`config.mk`:
```
export PLATFORM = sky130hd
export DESIGN_NAME = coin_acceptor_flat
export DESIGN_NICKNAME = d
export VERILOG_FILES = /design/src/rtl/coin_acceptor_if.sv /design/src/rtl/coin_acceptor.sv /design/src/flat_wrapper.sv
export SDC_FILE = /design/constraint.sdc
export NUM_CORES = 1
export LEC_CHECK = 0
export CAP_MARGIN = 0
export CORE_AREA = 10 10 65 67
export DETAILED_ROUTE_END_ITERATION = 8
export DIE_AREA = 0 0 75 77
export HOLD_SLACK_MARGIN = 0.12
export SLEW_MARGIN = 20
export SYNTH_ARGS = -nofsm -noshare
export SYNTH_HDL_FRONTEND = slang
export SYNTH_SLANG_ARGS = --single-unit
```
`constraint.sdc`:
```
create_clock -name clk_i -period 4.61 [get_ports clk_i]
set_input_delay 1.383 -clock clk_i [delete_from_list [all_inputs] [get_ports clk_i]]
set_output_delay 1.383 -clock clk_i [all_outputs]
set_load 0.005 [all_outputs]
```
`src/rtl/coin_acceptor_if.sv`:
```
// Coin-chute bundle: raw sensors and enable in, clean coin/reject pulses and busy out.
// The acceptor is the master and produces the pulses; a coin counter or bench is the slave.
interface coin_if;
  logic quarter_sense;
  logic dime_sense;
  logic nickel_sense;
  logic enable;
  logic quarters;
  logic dimes;
  logic nickels;
  logic reject;
  logic busy;

  modport master (
    input  quarter_sense, dime_sense, nickel_sense, enable,
    output quarters, dimes, nickels, reject, busy
  );

  modport slave (
    output quarter_sense, dime_sense, nickel_sense, enable,
    input  quarters, dimes, nickels, reject, busy
  );
endinterface

```
`src/rtl/coin_acceptor.sv`:
```
// Coin acceptor front end: synchronises and debounces three chute sensors, then emits
// one single-cycle coin or reject pulse per insertion, followed by release wait and lockout.
module coin_acceptor #(
  parameter int unsigned DEBOUNCE_CYCLES = 4,
  parameter int unsigned LOCKOUT_CYCLES  = 8
) (
  input  logic      clk_i,
  input  logic      rst_ni,
  coin_if.master    bus
);

  localparam int unsigned MAX_CYCLES =
    (DEBOUNCE_CYCLES > LOCKOUT_CYCLES) ? DEBOUNCE_CYCLES : LOCKOUT_CYCLES;
  localparam int unsigned CNT_W = $clog2(MAX_CYCLES + 1);

  localparam logic [CNT_W-1:0] CNT_ZERO  = CNT_W'(0);
  localparam logic [CNT_W-1:0] CNT_ONE   = CNT_W'(1);
  localparam logic [CNT_W-1:0] DEB_LAST  = CNT_W'(DEBOUNCE_CYCLES);
  localparam logic [CNT_W-1:0] REL_LAST  = CNT_W'(DEBOUNCE_CYCLES - 1);
  localparam logic [CNT_W-1:0] LOCK_LAST = CNT_W'(LOCKOUT_CYCLES);

  typedef enum logic [2:0] {
    ST_IDLE     = 3'd0,
    ST_DEBOUNCE = 3'd1,
    ST_EMIT     = 3'd2,
    ST_REJECT   = 3'd3,
    ST_RELEASE  = 3'd4,
    ST_LOCKOUT  = 3'd5
  } state_e;

  // Sensor vectors are ordered {quarter, dime, nickel} throughout.
  logic [2:0]       raw_s;
  logic [2:0]       s1_q;
  logic [2:0]       s2_q;
  state_e           state_q, state_d;
  logic [CNT_W-1:0] cnt_q, cnt_d;
  logic [2:0]       coin_q, coin_d;

  function automatic logic multi_hot(input logic [2:0] v);
    return (v & (v - 3'd1)) != 3'd0;
  endfunction

  assign raw_s = {bus.quarter_sense, bus.dime_sense, bus.nickel_sense};

  always_ff @(posedge clk_i or negedge rst_ni) begin
    if (!rst_ni) begin
      s1_q <= 3'b000;
      s2_q <= 3'b000;
    end else begin
      s1_q <= raw_s;
      s2_q <= s1_q;
    end
  end

  always_ff @(posedge clk_i or negedge rst_ni) begin
    if (!rst_ni) begin
      state_q <= ST_IDLE;
      cnt_q   <= CNT_ZERO;
      coin_q  <= 3'b000;
    end else begin
      state_q <= state_d;
      cnt_q   <= cnt_d;
      coin_q  <= coin_d;
    end
  end

  always_comb begin
    state_d = state_q;
    cnt_d   = cnt_q;
    coin_d  = coin_q;
    case (state_q)
      ST_IDLE: begin
        if (multi_hot(s2_q)) begin
          state_d = ST_REJECT;
          cnt_d   = CNT_ZERO;
        end else if (s2_q != 3'b000) begin
          coin_d  = s2_q;
          cnt_d   = CNT_ONE;
          state_d = ST_DEBOUNCE;
        end else begin
          state_d = ST_IDLE;
        end
      end
      ST_DEBOUNCE: begin
        // A foreign sensor outranks a dropout of the latched one.
        if ((s2_q & ~coin_q) != 3'b000) begin
          state_d = ST_REJECT;
          cnt_d   = CNT_ZERO;
        end else if ((s2_q & coin_q) == 3'b000) begin
          coin_d  = 3'b000;
          cnt_d   = CNT_ZERO;
          state_d = ST_IDLE;
        end else if (cnt_q == DEB_LAST) begin
          state_d = ST_EMIT;
        end else begin
          cnt_d = cnt_q + CNT_ONE;
        end
      end
      ST_EMIT, ST_REJECT: begin
        state_d = ST_RELEASE;
        cnt_d   = CNT_ZERO;
      end
      ST_RELEASE: begin
        if (s2_q != 3'b000) begin
          cnt_d = CNT_ZERO;
        end else if (cnt_q == REL_LAST) begin
          state_d = ST_LOCKOUT;
          cnt_d   = CNT_ONE;
        end else begin
          cnt_d = cnt_q + CNT_ONE;
        end
      end
      ST_LOCKOUT: begin
        if (cnt_q == LOCK_LAST) begin
          state_d = ST_IDLE;
          coin_d  = 3'b000;
          cnt_d   = CNT_ZERO;
        end else begin
          cnt_d = cnt_q + CNT_ONE;
        end
      end
      default: begin
        state_d = ST_IDLE;
        cnt_d   = CNT_ZERO;
        coin_d  = 3'b000;
      end
    endcase
  end

  // Pulses decode from registered state; only enable is looked at live, in EMIT.
  always_comb begin
    bus.quarters = 1'b0;
    bus.dimes    = 1'b0;
    bus.nickels  = 1'b0;
    bus.reject   = 1'b0;
    bus.busy     = (state_q != ST_IDLE);
    case (state_q)
      ST_EMIT: begin
        if (bus.enable) begin
          bus.quarters = coin_q[2];
          bus.dimes    = coin_q[1];
          bus.nickels  = coin_q[0];
        end else begin
          bus.reject = 1'b1;
        end
      end
      ST_REJECT: begin
        bus.reject = 1'b1;
      end
      default: begin
        bus.reject = 1'b0;
      end
    endcase
  end

endmodule

```
`src/flat_wrapper.sv`:
```
// flat-port wrapper written by rule: the top's interface ports become plain ports
module coin_acceptor_flat 
#(
  parameter int unsigned DEBOUNCE_CYCLES = 4,
  parameter int unsigned LOCKOUT_CYCLES  = 8
)
  (clk_i, rst_ni, bus_quarter_sense, bus_dime_sense, bus_nickel_sense, bus_enable, bus_quarters, bus_dimes, bus_nickels, bus_reject, bus_busy);
  coin_if bus_i ();
  input  logic clk_i;
  input  logic rst_ni;
  input wire logic [$bits(bus_i.quarter_sense)-1:0] bus_quarter_sense;
  input wire logic [$bits(bus_i.dime_sense)-1:0] bus_dime_sense;
  input wire logic [$bits(bus_i.nickel_sense)-1:0] bus_nickel_sense;
  input wire logic [$bits(bus_i.enable)-1:0] bus_enable;
  output wire logic [$bits(bus_i.quarters)-1:0] bus_quarters;
  output wire logic [$bits(bus_i.dimes)-1:0] bus_dimes;
  output wire logic [$bits(bus_i.nickels)-1:0] bus_nickels;
  output wire logic [$bits(bus_i.reject)-1:0] bus_reject;
  output wire logic [$bits(bus_i.busy)-1:0] bus_busy;
  assign bus_i.quarter_sense = bus_quarter_sense;
  assign bus_i.dime_sense = bus_dime_sense;
  assign bus_i.nickel_sense = bus_nickel_sense;
  assign bus_i.enable = bus_enable;
  assign bus_quarters = bus_i.quarters;
  assign bus_dimes = bus_i.dimes;
  assign bus_nickels = bus_i.nickels;
  assign bus_reject = bus_i.reject;
  assign bus_busy = bus_i.busy;
  coin_acceptor #(.DEBOUNCE_CYCLES(DEBOUNCE_CYCLES), .LOCKOUT_CYCLES(LOCKOUT_CYCLES)) u_core (.clk_i(clk_i), .rst_ni(rst_ni), .bus(bus_i));
endmodule
```
==> results_dict.tcl, run 1 <==
set metrics [dict create \
    hpwl_mm 1.420 \
    finalSetupTns_ns 0 \
    hold_viol_final 0 \
    ctsLongestPathBuffers 2 \
    worstPathMaxFanout 3 \
    ctsRootBufferMaster "clkbuf_4" \
    fin_area_um2 1084 \
    p_sw_frac 0.3835 \
    p_seq_frac 0.442 \
    io_pins 11 \
    dieHeight_um 77 \
    critPathLaunchType "input port" \
    hp-class "reg -> reg" \
    critical_path_arrival_ns 2.81 \
    p_int_uw 308.8 \
    p_leak_nw 0.4596 \
    track_usage 0.07240 \
    clockPowerShare 0.187 \
    drive_gt1_frac 0.08571 \
    antenna_found_initial 0 \
    first_iter_violations 10 \
    fin_nets 114 \
    start_util 0.3130 \
    route.vias.total 733 \
    grt_pass1_wl_mm 3.360 \
    grt_start_max_net_pins 17 \
    end_kind "output port" \
    gp_congestion 0.7729 \
    insertion_delay_ns 0.28 \
    die_area_um2 5775 \
    synth_cell_types 37 \
    drv_slew 0 \
    rsz0062_at_grt "false" \
    cts_hold_buf 0 \
    numCtsBuffers 3 \
    cts-resized-gates 0 \
    die_w_um 75 \
    slew-limit-headroom 0.5341 \
    syn-num-nets 104 \
    clk_pin_slew_ns 0.10 \
    cellPowerDensity_nw_per_um2 462.2 \
    p_sw_uw 192.1 \
    drc 0 \
    io_buffers 10 \
    seq_area_frac_synth 0.4295 \
    crit_required_ns 3.23 \
    fmax_mhz 238.5 \
    area_growth_pct 16.24 \
    skew_ns 0.0005936 \
    ys.warnings.count 0 \
    wire_per_inst_um 13.36 \
    post_cts_buffers 0 \
    postLayoutCoreUtil 0.3639 \
    row_count 20 \
    finalSetupViolations 0 \
    antenna_cells 0 \
    htreeDepth 1 \
    core_um2 2978 \
    antenna_left 0 \
    min_period_over_period 0.9095 \
    wl_mm 1.844 \
    viasPerCell 5.312 \
    cts_tree "done" \
    firstDrtPassIters 4 \
    clock-sinks 16 \
    finalPower_uw 500.9 \
    ys_ff_latch 16 \
    grt_pass1_vias 746 \
    worstSetupPathType "in -> out" \
    syn_inst 96 \
    status "complete, no violations" \
    timing_worst_slew_pin_value_ns 0.6967 \
    hold_slack_ns 0.3604 \
    ir_drop_uv 185.8 \
    synth_area_um2 932.1 \
    overflow 0 \
    synth_area_per_cell_um2 9.710 \
    period_needed_ns 4.193 \
    combPwrFrac 0.371 \
    place_area_um2 1047 \
    max_cap_viol_count 0 \
]
[cell usage after synthesis (all sizes together)]
| master | number | share of area |
|---|---|---|
| nand4 | 1 | 0.0067 |
| nor2b | 1 | 0.0067 |
| o2111a | 1 | 0.012 |
| o21bai | 1 | 0.0081 |
| o211a | 1 | 0.011 |
| a211oi | 2 | 0.021 |
| a21oi | 6 | 0.032 |
| a31oi | 2 | 0.013 |
| nor2 | 5 | 0.020 |
| or4b | 1 | 0.011 |
| nand3 | 1 | 0.0054 |
| buf | 4 | 0.024 |
| o21ai | 6 | 0.032 |
| nor4b | 1 | 0.026 |
| nor3b | 2 | 0.016 |
| nand3b | 2 | 0.016 |
| ha | 2 | 0.027 |
| nor3 | 7 | 0.043 |
| and3 | 1 | 0.0067 |
| nor4 | 2 | 0.013 |
| xor2 | 1 | 0.0094 |
| or3 | 1 | 0.012 |
| and2 | 4 | 0.027 |
| o31ai | 1 | 0.0081 |
| o221ai | 1 | 0.0094 |
| maj3 | 1 | 0.011 |
| inv | 8 | 0.032 |
| nand2 | 2 | 0.0081 |
| dfrtp | 16 | 0.43 |
| mux2i | 2 | 0.021 |
| a32o | 4 | 0.043 |
| clkbuf | 1 | 0.0040 |
| nand2b | 5 | 0.034 |
[cell families after synthesis]
group,share of synthesized area
DFF,0.4295
and+or+nand+nor,0.2510
AOI/OAI and AO/OA,0.1906
adders and majority gates,0.03758
xor gates and xnor gates,0.009398
buffers and inverters,0.06040
muxes,0.02148
[routing by layer]
metal	track usage	vias up	part of all wire
met2	0.1167	14	0.49
met3	0.02059	2	0.033
met1	0.08433	349	0.47
met5	0	-	0
met4	0.03409	0	0.010
li1	-	368	-
[critical path: stages]
cell and delay (ns):
clkdlybuf4s50_1 0.47, nor3b_1 0.28, and2_1 0.18, clkdlybuf4s50_1 0.50
[cells in the final DEF (no fill, tap or decap), drive strengths merged, types with 4 or more instances in the layout]
master,Yosys,final
clkbuf,1,4
a32o,4,4
o21ai,6,6
inv,8,8
dfrtp,16,16
and2,4,4
nand2b,5,5
a21oi,6,6
clkdlybuf4s50,0,10
nor3,7,7
nor2,5,5
[flip-flops by register name, summed over array words and instances, names as in the netlist]
signal and count:
u_core.state_q 3, u_core.s2_q 3, u_core.cnt_q 4, u_core.coin_q 3, u_core.s1_q 3
[metrics by stage]
step	cells	worst slack (ns)
after CTS	138	0.3875
after global routing	138	0.3162
final	138	0.4172
after detailed placement	134	0.3898
after floorplan	96	1.479
after global placement	134	0.4696
[cell type report]
class	instances	area [µm²]
clock buffer	4	36.28
fill	305	1894
inverter	8	30.03
multi-input combinational	67	475.5
sequential	16	400.4
tap	33	41.29
timing repair buffer	10	100.1
[final timing paths]
check                               start           endpoint  slack (ns)  depth (start not counted)
setup / recovery               bus_enable       bus_quarters        0.42                          4
hold / removal             u_core.s1_q[1]     u_core.s2_q[1]        0.36                          0
setup reg to reg           u_core.s2_q[2]    u_core.cnt_q[2]        2.61                          5
hold reg to reg            u_core.s1_q[1]     u_core.s2_q[1]        0.36                          0
max in group asynchronous          rst_ni  u_core.state_q[2]        2.66                          1
min in group asynchronous          rst_ni   u_core.coin_q[2]        1.51                          1
[power groups by stage]
stage | combinational, mW | sequential, mW | clock [mW]
after CTS | 0.189 | 0.222 | 0.0976
final | 0.186 | 0.222 | 0.0936
after floorplan | 0.169 | 0.192 | 0
after global routing | 0.215 | 0.230 | 0.103
after detailed placement | 0.188 | 0.224 | 0
after global placement | 0.185 | 0.224 | 0
Note: power is estimated with default switching activity, not from simulation.
==> run 2: changes to the inputs <==
--- a/config.mk
+++ b/config.mk
@@ -9,6 +9,7 @@
 export CORE_AREA = 10 10 65 67
 export DETAILED_ROUTE_END_ITERATION = 8
 export DIE_AREA = 0 0 75 77
+export DONT_BUFFER_PORTS = 1
 export HOLD_SLACK_MARGIN = 0.12
 export SLEW_MARGIN = 20
 export SYNTH_ARGS = -nofsm -noshare
==> run 2 against run 1 <==
  * Register-to-register slack hardly changed
  * Worst hold slack better by 0.0032 ns
  * Clock-buffer cell count did not move
  * Via count fell by 3.3%
  * Die area unchanged
  * Clock power hardly changed
  * Maximum frequency up 32%
  * Clock skew increased by 0.0016 ns
  * Critical path type unchanged
  * Critical endpoint is now bus_nickels
  * Largest cell class unchanged
==> results_dict.tcl, run 2 (synthesis gave the netlist of run 1 again) <==
set metrics [dict create \
    min_period_over_period 0.6886 \
    row_count 20 \
    slew-limit-headroom 0.6129 \
    die_w_um 75 \
    max_cap_viol_count 0 \
    r2r_end "u_core.cnt_q[2]" \
    crit_required_ns 3.23 \
    layout_commonest_cell "dfrtp_1" \
    final_cell_mix "dfrtp_1, inv_1, a21oi_1, nor3_1, o21ai_0" \
    critPathLaunchType "input port" \
    hold_start "u_core.s1_q[1]" \
    route.vias.total 709 \
    clock-sinks 16 \
    antenna_left 0 \
    insertion_delay_ns 0.28 \
    postLayoutCoreUtil 0.3303 \
    firstDrtPassIters 4 \
    overflow 0 \
    r2r_slack_ns 2.62 \
    whs_path_depth 0 \
    core_um2 2978 \
    cp_slowest_stage_delay_ns 0.22 \
    ctsRootBufferMaster "clkbuf_4" \
    hpwl_mm 1.459 \
    clockPowerShare 0.191 \
    start_util 0.3130 \
    p_sw_uw 197.2 \
    fmax_mhz 315.0 \
    p_sw_frac 0.4026 \
    drv_slew 0 \
    gp_congestion 0.7838 \
    first_iter_violations 19 \
    io_pins 11 \
    antenna_found_initial 0 \
    reg2regPathDepth 5 \
    status "complete, no violations" \
    critical_path_arrival_ns 1.79 \
    area_growth_pct 5.503 \
    ir_drop_uv 207.6 \
    grt_start_max_net_pins 17 \
    largest_register "u_core.cnt_q" \
    whs_endpoint "u_core.s2_q[1]" \
    cellPowerDensity_nw_per_um2 498.0 \
    end_kind "output port" \
    track_usage 0.07167 \
    worstSetupPathType "in -> out" \
    cts_hold_buf 0 \
    grt_pass1_wl_mm 3.367 \
    dieHeight_um 77 \
    worstPathMaxFanout 3 \
    highest_layer "met4" \
    p_seq_frac 0.457 \
    finalSetupViolations 0 \
    wl_mm 1.962 \
    htreeDepth 1 \
    io_buffers 0 \
    wl_met3_um 45 \
    rsz0062_at_grt "false" \
    clk_pin_slew_ns 0.10 \
    finalSetupTns_ns 0 \
    timing_worst_slew_pin_value_ns 0.5793 \
    wl_met1_um 937 \
    path_cells "nor3b_1 -> and2_1" \
    die_area_um2 5775 \
    cts-resized-gates 0 \
    fillers 304 \
    drc 0 \
    combPwrFrac 0.351 \
    r2r-start "u_core.s2_q[1]" \
    largest_reg_flops 4 \
    viasPerCell 5.539 \
    crit_family "simple AND/OR/NAND/NOR gates" \
    p_int_uw 292.6 \
    skew_ns 0.002232 \
    wire_per_inst_um 15.33 \
    ctsLongestPathBuffers 2 \
    fin_nets 104 \
    antenna_cells 0 \
    crit_buf_inv 0 \
    period_needed_ns 3.174 \
    grt_pass1_vias 731 \
    drive_gt1_frac 0.09474 \
    post_cts_buffers 0 \
    slowest_stage "nor3b_1" \
    numCtsBuffers 3 \
    hp-class "reg -> reg" \
    p_leak_nw 0.4221 \
    hold_viol_final 0 \
    cts_tree "done" \
    dr_wl_met2_um 955 \
]
[run 2: cell types whose count changed in the layout (fill, tap and decap cells not counted)]
cell             delta
clkdlybuf4s50_1    -10
[run 2: worst max-delay path by stage]
stage	start	end	slack, ns	depth (start not counted)
after floorplan	bus_enable	bus_dimes	1.48	2
after global placement	bus_enable	bus_dimes	1.43	2
after detailed placement	bus_enable	bus_nickels	1.41	2
after CTS	bus_enable	bus_nickels	1.41	2
after global routing	bus_enable	bus_quarters	1.35	2
final	bus_enable	bus_nickels	1.44	2
[run 2: per-layer routing]
metal | global-route usage | vias to the layer above
met5 | 0 | -
met1 | 0.09118 | 352
met2 | 0.1116 | 10
met3 | 0.01158 | 2
li1 | - | 345
met4 | 0.03598 | 0
[run 2: area by class of cell]
cell class | count | area (µm²) | area share
Multi-Input combinational cell | 67 | 475.5 | 0.4835
Clock buffer | 4 | 36.28 | 0.03690
Sequential cell | 16 | 400.4 | 0.4071
Inverter | 8 | 30.03 | 0.03053
Tap cell | 33 | 41.29 | 0.04198
[run 2: power groups by stage]
| stage | logic, mW | registers (mW) | clock network, mW |
|---|---|---|---|
| after CTS | 0.174 | 0.223 | 0.0957 |
| after global placement | 0.165 | 0.223 | 0 |
| final | 0.172 | 0.224 | 0.0937 |
| after detailed placement | 0.172 | 0.225 | 0 |
| after global routing | 0.192 | 0.232 | 0.103 |
| after floorplan | 0.169 | 0.192 | 0 |
[run 2: stage by stage]
| step | power, mW | instance area (µm²) | hold slack (ns) | instances | setup slack [ns] |
|---|---|---|---|---|---|
| CTS | 0.4921 | 983.4 | 0.3676 | 128 | 1.415 |
| global placement | 0.3879 | 947.2 | 0.3383 | 124 | 1.429 |
| finish | 0.4898 | 983.4 | 0.3635 | 128 | 1.436 |
| global route | 0.5262 | 983.4 | 0.3660 | 128 | 1.351 |
| detailed placement | 0.3976 | 947.2 | 0.3451 | 124 | 1.415 |
| floorplan | 0.3604 | 932.1 | 0.3312 | 96 | 1.479 |
==> run 3: changes to the inputs <==
==> constraint.sdc (replaced) <==
create_clock -name clk_i -period 2.8 [get_ports clk_i]
set_input_delay 0.84 -clock clk_i [delete_from_list [all_inputs] [get_ports clk_i]]
set_output_delay 0.84 -clock clk_i [all_outputs]
set_load 0.005 [all_outputs]
==> run 3 against run 2 <==
  * Global-route usage decreased by 0.16 points
  * Combinational power increased by 62%
  * Design area unchanged
  * Critical path depth up 1
  * Flip-flop and latch count is the same
  * First-iteration DRC count is 84% higher
  * Die area unchanged
  * Largest cell class unchanged
==> results_dict.tcl, run 3 (synthesis gave the netlist of run 1 again) <==
set metrics [dict create \
    p_sw_uw 309.1 \
    viasPerCell 5.508 \
    final_cell_mix "dfrtp_1, inv_1, a21oi_1, nor3_1, o21ai_0" \
    p_int_uw 482.4 \
    insertion_delay_ns 0.28 \
    dieHeight_um 77 \
    grt_pass1_wl_mm 3.312 \
    drc 0 \
    fmax_mhz 431.0 \
    setup_slack_ns 0.4799 \
    timing_worst_slew_pin_value_ns 0.5779 \
    fin_area_um2 983.4 \
    skew_ns 0.006110 \
    status "complete, no violations" \
    htreeDepth 1 \
    period_needed_ns 2.320 \
    multi_input_area_um2 475.5 \
    ctsLongestPathBuffers 2 \
    critical_path_arrival_ns 1.48 \
    seqCellArea_um2 400.4 \
    place_worst_setup_slack_ns 0.6914 \
    first_iter_violations 35 \
    clock-sinks 16 \
    antenna_found_initial 0 \
    crit_buf_inv 0 \
    row_count 20 \
    clockPowerShare 0.189 \
    min_period_over_period 0.8286 \
    combPwrFrac 0.351 \
    place_area_um2 947.2 \
    firstDrtPassIters 4 \
    cts-resized-gates 0 \
    ctsRootBufferMaster "clkbuf_4" \
    track_usage 0.07008 \
    max_cap_viol_count 0 \
    area_growth_pct 5.503 \
    grt_pass1_vias 706 \
    p_seq_frac 0.460 \
    antenna_cells 0 \
    hp-class "in -> async" \
    end_kind "output port" \
    io_buffers 0 \
    worstSetupPathType "reg -> out" \
    critPathLaunchType "register" \
    finalSetupTns_ns 0 \
    crit_family "simple AND/OR/NAND/NOR gates" \
    largest_register "u_core.cnt_q" \
    wl_mm 1.816 \
    start_util 0.3130 \
    grt_start_max_net_pins 17 \
    p_leak_nw 0.4221 \
    cellPowerDensity_nw_per_um2 804.8 \
    route.vias.total 705 \
    drive_gt1_frac 0.09474 \
    hpwl_mm 1.406 \
    antenna_left 0 \
    p_sw_frac 0.3905 \
    hold_viol_final 0 \
    rsz0062_at_grt "false" \
    cts_tree "done" \
    largest_reg_flops 4 \
    fin_nets 104 \
    finalSetupViolations 0 \
    io_pins 11 \
    r2r-start "u_core.state_q[0]" \
    overflow 0 \
    clk_pin_slew_ns 0.09 \
    wire_per_inst_um 14.19 \
    post_cts_buffers 0 \
    r2r_slack_ns 0.81 \
    fillers 303 \
    reg2regPathDepth 5 \
    gp_congestion 0.8074 \
    cts_hold_buf 0 \
    slowest_stage "dfrtp_1" \
    core_um2 2978 \
    crit_required_ns 1.96 \
    ir_drop_uv 335.0 \
    path_cells "nand2b_1 -> nor3b_1 -> and2_1" \
    worstPathMaxFanout 10 \
    cp_slowest_stage_delay_ns 0.49 \
    r2r_end "u_core.cnt_q[3]" \
    die_w_um 75 \
    layout_commonest_cell "dfrtp_1" \
    drv_slew 0 \
    finalPower_uw 791.5 \
    die_area_um2 5775 \
    slew-limit-headroom 0.6139 \
    numCtsBuffers 3 \
]
-- run 3: per-layer routing --
metal,routed length [µm],GRT usage
met1,853,0.09098
met2,895,0.1056
met3,56,0.01416
met4,11,0.03409
met5,0,0
-- run 3: worst max path at each step --
| stage | from | to | slack, ns | depth (start not counted) |
|---|---|---|---|---|
| 2_1_floorplan | bus_enable | bus_dimes | 0.75 | 2 |
| 3_3_place_gp | bus_enable | bus_dimes | 0.70 | 2 |
| 3_5_place_dp | bus_enable | bus_quarters | 0.69 | 2 |
| 4_1_cts | u_core.state_q[2] | bus_quarters | 0.46 | 3 |
| 5_1_grt | u_core.state_q[2] | bus_quarters | 0.28 | 3 |
| 6_report | u_core.state_q[2] | bus_quarters | 0.48 | 3 |
-- run 3: cell type report --
| type | instances | share of cell area |
|---|---|---|
| Tap cell | 33 | 0.04198 |
| Multi-Input combinational cell | 67 | 0.4835 |
| Sequential cell | 16 | 0.4071 |
| Inverter | 8 | 0.03053 |
| Clock buffer | 4 | 0.03690 |
-- run 3: through the flow --
step / util / hold slack, ns / cells
2_1_floorplan: - / 0.3312 / 96
3_3_place_gp: 0.3181 / 0.3380 / 124
3_5_place_dp: 0.3181 / 0.3413 / 124
4_1_cts: 0.3303 / 0.2234 / 128
5_1_grt: 0.3303 / 0.2104 / 128
6_report: 0.3303 / 0.2368 / 128
-- run 3: power by group through the flow --
| stage | Clock, mW | Sequential (mW) | Combinational, mW |
|---|---|---|---|
| detailed placement | 0 | 0.368 | 0.280 |
| finish | 0.150 | 0.364 | 0.278 |
| global placement | 0 | 0.366 | 0.272 |
| global route | 0.165 | 0.378 | 0.321 |
| CTS | 0.156 | 0.362 | 0.281 |
| floorplan | 0 | 0.315 | 0.278 |
